File: config.mk
export PLATFORM = sky130hd
export DESIGN_NAME = regfile_sb
export DESIGN_NICKNAME = d
export VERILOG_FILES = /design/src/rtl/regfile_pkg.sv /design/src/rtl/rf_scoreboard.sv /design/src/rtl/regfile_sb.sv
export SDC_FILE = /design/constraint.sdc
export NUM_CORES = 1
export LEC_CHECK = 0
export BUFFER_PORTS_ARGS = -buffer_cell sky130_fd_sc_hd__buf_2
export CORE_UTILIZATION = 40
export DETAILED_ROUTE_END_ITERATION = 16
export GPL_ROUTABILITY_DRIVEN = 0
export PLACE_DENSITY = 0.65
export SLEW_MARGIN = 20
export SYNTH_ARGS = -nofsm -noshare
export SYNTH_HDL_FRONTEND = slang
export SYNTH_HIERARCHICAL = 1
export SYNTH_SLANG_ARGS = --single-unit
File: constraint.sdc
create_clock -name clk -period 6.5 [get_ports clk]
set_input_delay 0.975 -clock clk [delete_from_list [all_inputs] [get_ports clk]]
set_output_delay 0.975 -clock clk [all_outputs]
set_load 0.05 [all_outputs]
File: src/rtl/regfile_pkg.sv
// Shared types and default sizes for the parametrised register file.
package regfile_pkg;

    typedef enum logic {INIT, RUN} rf_state_t;

    localparam int RF_WIDTH = 32;
    localparam int RF_DEPTH = 8;

endpackage

File: src/rtl/rf_scoreboard.sv
// Per-register busy vector: one set port, one clear port, sync clear and two
// combinational lookups. A set and a clear to the same entry leave it busy.
module rf_scoreboard
    import regfile_pkg::*;
#(
    parameter int DEPTH = RF_DEPTH,
    localparam int AW = $clog2(DEPTH)
) (
    input  logic          clk,
    input  logic          clear,
    input  logic          setEn,
    input  logic [AW-1:0] setAddr,
    input  logic          clrEn,
    input  logic [AW-1:0] clrAddr,
    input  logic [AW-1:0] lookAddr1,
    input  logic [AW-1:0] lookAddr2,
    output logic          lookBusy1,
    output logic          lookBusy2
);

    logic [DEPTH-1:0] busyVec;

    // Set is applied after clear so the newest producer wins.
    always_ff @(posedge clk) begin
        if (clear) begin
            busyVec <= '0;
        end else begin
            if (clrEn) busyVec[clrAddr] <= 1'b0;
            if (setEn) busyVec[setAddr] <= 1'b1;
        end
    end

    assign lookBusy1 = busyVec[lookAddr1];
    assign lookBusy2 = busyVec[lookAddr2];

endmodule

File: src/rtl/regfile_sb.sv
// Register file with two combinational read ports, one write port, optional
// zero register, write-to-read bypass, busy scoreboard and post-reset clearing.
module regfile_sb
    import regfile_pkg::*;
#(
    parameter int WIDTH    = RF_WIDTH,
    parameter int DEPTH    = RF_DEPTH,
    parameter int ZERO_REG = 1,
    parameter int BYPASS   = 1,
    localparam int AW = $clog2(DEPTH)
) (
    input  logic             clk,
    input  logic             reset,
    input  logic             RegWrite,
    input  logic [AW-1:0]    WriteReg,
    input  logic [WIDTH-1:0] WriteData,
    input  logic             Reserve,
    input  logic [AW-1:0]    ReserveReg,
    input  logic [AW-1:0]    ReadReg1,
    input  logic [AW-1:0]    ReadReg2,
    output logic [WIDTH-1:0] ReadData1,
    output logic [WIDTH-1:0] ReadData2,
    output logic             Busy1,
    output logic             Busy2,
    output logic             ready
);

    logic [WIDTH-1:0] regs [DEPTH];
    rf_state_t        state;
    logic [AW-1:0]    clrCnt;

    logic             wrAllowed;
    logic             rsvAllowed;
    logic             sbBusy   [2];
    logic [AW-1:0]    rdAddr   [2];
    logic [WIDTH-1:0] rdData   [2];
    logic             rdBusy   [2];

    // Sweep every entry to zero after reset, then hand the file to the pipeline.
    always_ff @(posedge clk) begin
        if (reset) begin
            state  <= INIT;
            clrCnt <= '0;
            ready  <= 1'b0;
        end else begin
            case (state)
                INIT: begin
                    clrCnt <= clrCnt + 1'b1;
                    if (clrCnt == AW'(DEPTH - 1)) begin
                        state <= RUN;
                        ready <= 1'b1;
                    end
                end
                RUN:     state <= RUN;
                default: state <= INIT;
            endcase
        end
    end

    assign wrAllowed  = RegWrite && (state == RUN) &&
                        !((ZERO_REG != 0) && (WriteReg == '0));
    assign rsvAllowed = Reserve && (state == RUN) &&
                        !((ZERO_REG != 0) && (ReserveReg == '0));

    always_ff @(posedge clk) begin
        if (!reset) begin
            if (state == INIT)
                regs[clrCnt] <= '0;
            else if (wrAllowed)
                regs[WriteReg] <= WriteData;
        end
    end

    rf_scoreboard #(.DEPTH(DEPTH)) scoreboard (
        .clk       (clk),
        .clear     (reset),
        .setEn     (rsvAllowed),
        .setAddr   (ReserveReg),
        .clrEn     (wrAllowed),
        .clrAddr   (WriteReg),
        .lookAddr1 (ReadReg1),
        .lookAddr2 (ReadReg2),
        .lookBusy1 (sbBusy[0]),
        .lookBusy2 (sbBusy[1])
    );

    assign rdAddr[0] = ReadReg1;
    assign rdAddr[1] = ReadReg2;

    // A same-cycle write forwards its data and its busy clear, unless a
    // reserve to the same register re-marks it busy in that cycle.
    always_comb begin
        for (int p = 0; p < 2; p++) begin
            rdData[p] = '0;
            rdBusy[p] = 1'b0;
            if (ready && !((ZERO_REG != 0) && (rdAddr[p] == '0))) begin
                if ((BYPASS != 0) && wrAllowed && (WriteReg == rdAddr[p])) begin
                    rdData[p] = WriteData;
                    rdBusy[p] = rsvAllowed && (ReserveReg == rdAddr[p]);
                end else begin
                    rdData[p] = regs[rdAddr[p]];
                    rdBusy[p] = sbBusy[p];
                end
            end
        end
    end

    assign ReadData1 = rdData[0];
    assign ReadData2 = rdData[1];
    assign Busy1     = rdBusy[0];
    assign Busy2     = rdBusy[1];

endmodule

==> results.ini <==
[final_layout]
fin_nets=1005
n_antenna_cell=0
layout-drive-gt1-share_pct=32.0
n_fill_cell=2611
area_growth_pct=14.3
design_area_um2=13900

[clock_tree]
cts_resized=0
path_clk_slew_ns=0.06
cts_tree=yes
clk_path_buf_depth=3
clock-sinks=237
numCtsBuffers=25
ctsHoldBuffers=0
htree_levels=1
root_buffer=clkbuf_16
postCtsSetupBuffers=0
insertion_delay_ns=0.53

[timing]
skew_ns=0.0240
fmax_mhz=226
slew_viol_final=0
final-setup-viol-count=0
relSlewSlack_pct=32.3
tns_ns=0
rsz0062_at_grt=no
period_minus_slack_ns=4.43
max_slew.worst_pin.slew_ns=1.01
final_hold_viol_count=0
finalCritPeriodShare_pct=68.2

[synth]
synth_top_cell_by_area=edfxtp_1
ys_warn_count=6
synth.distinct_cells=37
synthCells=876
ys_ff_latch=237
synth_top_area_share_pct=55.3
yosysMostFrequentCell=edfxtp_1
async_flop_share_pct=0
ys_seq_area_share_pct=57.4
synthesis.nets=926
synth-edff-count=224
synth_area_um2=12200
ys_top_cells_by_area=edfxtp_1 (55%), mux4_2 (12%), a211oi_2 (6.0%)
syn_avg_cell_area_um2=13.9
synth_commonest_cells=edfxtp_1 (224), nor2_1 (79), a211oi_1 (70)
synth_top_flop_cell=edfxtp_1

[min_path]
min_path_type=reg -> reg

[pwr]
p_per_area_nw_per_um2=254
ir_drop_v=0.000167
p_leak_nw=4.48

[worst_setup_path]
crit_slowest_cell=and2_1
reg2reg_setup_slack_ns=3.91
critPathArrivalTime_ns=3.46
crit_fanout=18
crit_required_ns=5.52
cp_top_family=buffers and inverters
cp_slowest_stage_delay_ns=0.83
path_buf_inv=3
crit_chain=buf_2, and2_1, buf_4, a211oi_1, a211oi_1, nor3_1, buf_2
cp-end-kind=output pin
critical_path_class=in -> out
setup.worst_path.start_class=primary input

[floorplan]
initial_core_util_pct=40.8
die_h_um=176
die-area_um2=31100
ios=115
num_rows=63
core_area_um2=29800
die_x_um=176

[drt]
drc=0
initialDrtViolationCount=863
wire_per_inst_um=24.7
vias=8334
firstDrtPassIters=5
final_antenna_net_count=0
routed_via_density=6.11
drt-total-wl_um=33700

[global_routing]
grt_pass1_wl_um=50300
antenna_found_initial=0
grt_start_max_net_pins=58
grt_pass1_vias=8261
gr-total-overflow=0
grtUsageTotal_pct=21.8

[status]
status=complete, no violations

[placed_design]
dp_hpwl_um=19300
placed_area_um2=13000
placement.io_buffers=114

[job]
cap_violations=0

path summary, 6_finish.rpt:
check | startpoint | to | cells after the start
min | scoreboard/busyVec[4]$_SDFF_PP0_ | scoreboard/busyVec[4]$_SDFF_PP0_ | 2
max | ReadReg1[1] | ReadData1[0] | 7
max reg2reg | state$_SDFF_PP0_ | regs[2][13]$_DFFE_PP_ | 5
min reg2reg | scoreboard/busyVec[4]$_SDFF_PP0_ | scoreboard/busyVec[4]$_SDFF_PP0_ | 2
cell type report:
class                           count  area, um2  area share [%]
Multi-Input combinational cell    520       4680            33.7
Tap cell                          390        488            3.51
Clock buffer                       28        637            4.58
Clock inverter                     17        244            1.75
Sequential cell                   237       6990            50.2
Timing Repair Buffer              134        731            5.25
Inverter                           37        139           0.998
power breakdown:
group | leakage (nW) | internal [W] | total (W) | switching (W)
clock | 0.426 | 0.000943 | 0.00152 | 0.000581
combinational | 2.15 | 0.000111 | 0.000298 | 0.000187
sequential | 1.91 | 0.00169 | 0.00171 | 0.0000177
total | 4.48 | 0.00274 | 0.00353 | 0.000786
tightest hold or removal path, delay by kind of cell (launching register included):
| kind | cells | cell delay (ns) |
|---|---|---|
| DFF | 1 | 0.32 |
| AOI/OAI and AO/OA | 2 | 0.13 |
sequential cells by signal, indices dropped and copies added (netlist names):
signal and cells:
regs 224, scoreboard/busyVec 8, clrCnt 3, ready 1, state 1
logic make-up after synthesis:
group | Yosys count | synth area share (%)
DFF | 237 | 57.4
AOI/OAI and AO/OA | 221 | 15.1
and+or+nand+nor | 212 | 8.45
buffers and inverters | 119 | 4.79
muxes | 72 | 13.1
xor gates and xnor gates | 13 | 0.936
adders and majority gates | 2 | 0.206
stage by stage:
stage / utilization, % / hold slack, ns / std cells / power (W) / worst slack, ns
2_1_floorplan: - / 0.452 / 876 / 0.00194 / 2.46
3_3_place_gp: 43.7 / 0.467 / 1318 / 0.00203 / 2.09
3_5_place_dp: 43.7 / 0.476 / 1318 / 0.00204 / 2.09
4_1_cts: 46.7 / 0.489 / 1363 / 0.00355 / 2.09
5_1_grt: 46.7 / 0.523 / 1363 / 0.00363 / 1.96
6_report: 46.7 / 0.499 / 1363 / 0.00353 / 2.07
layer usage:
metal	vias up	global-route usage [%]	wire, um
met5	-	0	0
met4	0	5.82	650
met3	51	3.01	2600
met2	400	37.0	16600
met1	4209	29.4	13800
li1	3674	-	-
cell usage in the layout (no fill, tap or decap), types with 7 or more instances in the layout:
master,n
inv_1,36
and2_1,34
nor2_1,71
buf_2,110
a21oi_1,11
clkbuf_16,25
edfxtp_1,224
dfxtp_1,13
buf_4,24
nand3_1,7
a211oi_2,58
xor2_1,7
mux4_2,64
nor2_4,8
nor3_1,67
a211oi_1,70
nand2_1,9
o22ai_1,65
(Power assumes the default switching activity.)
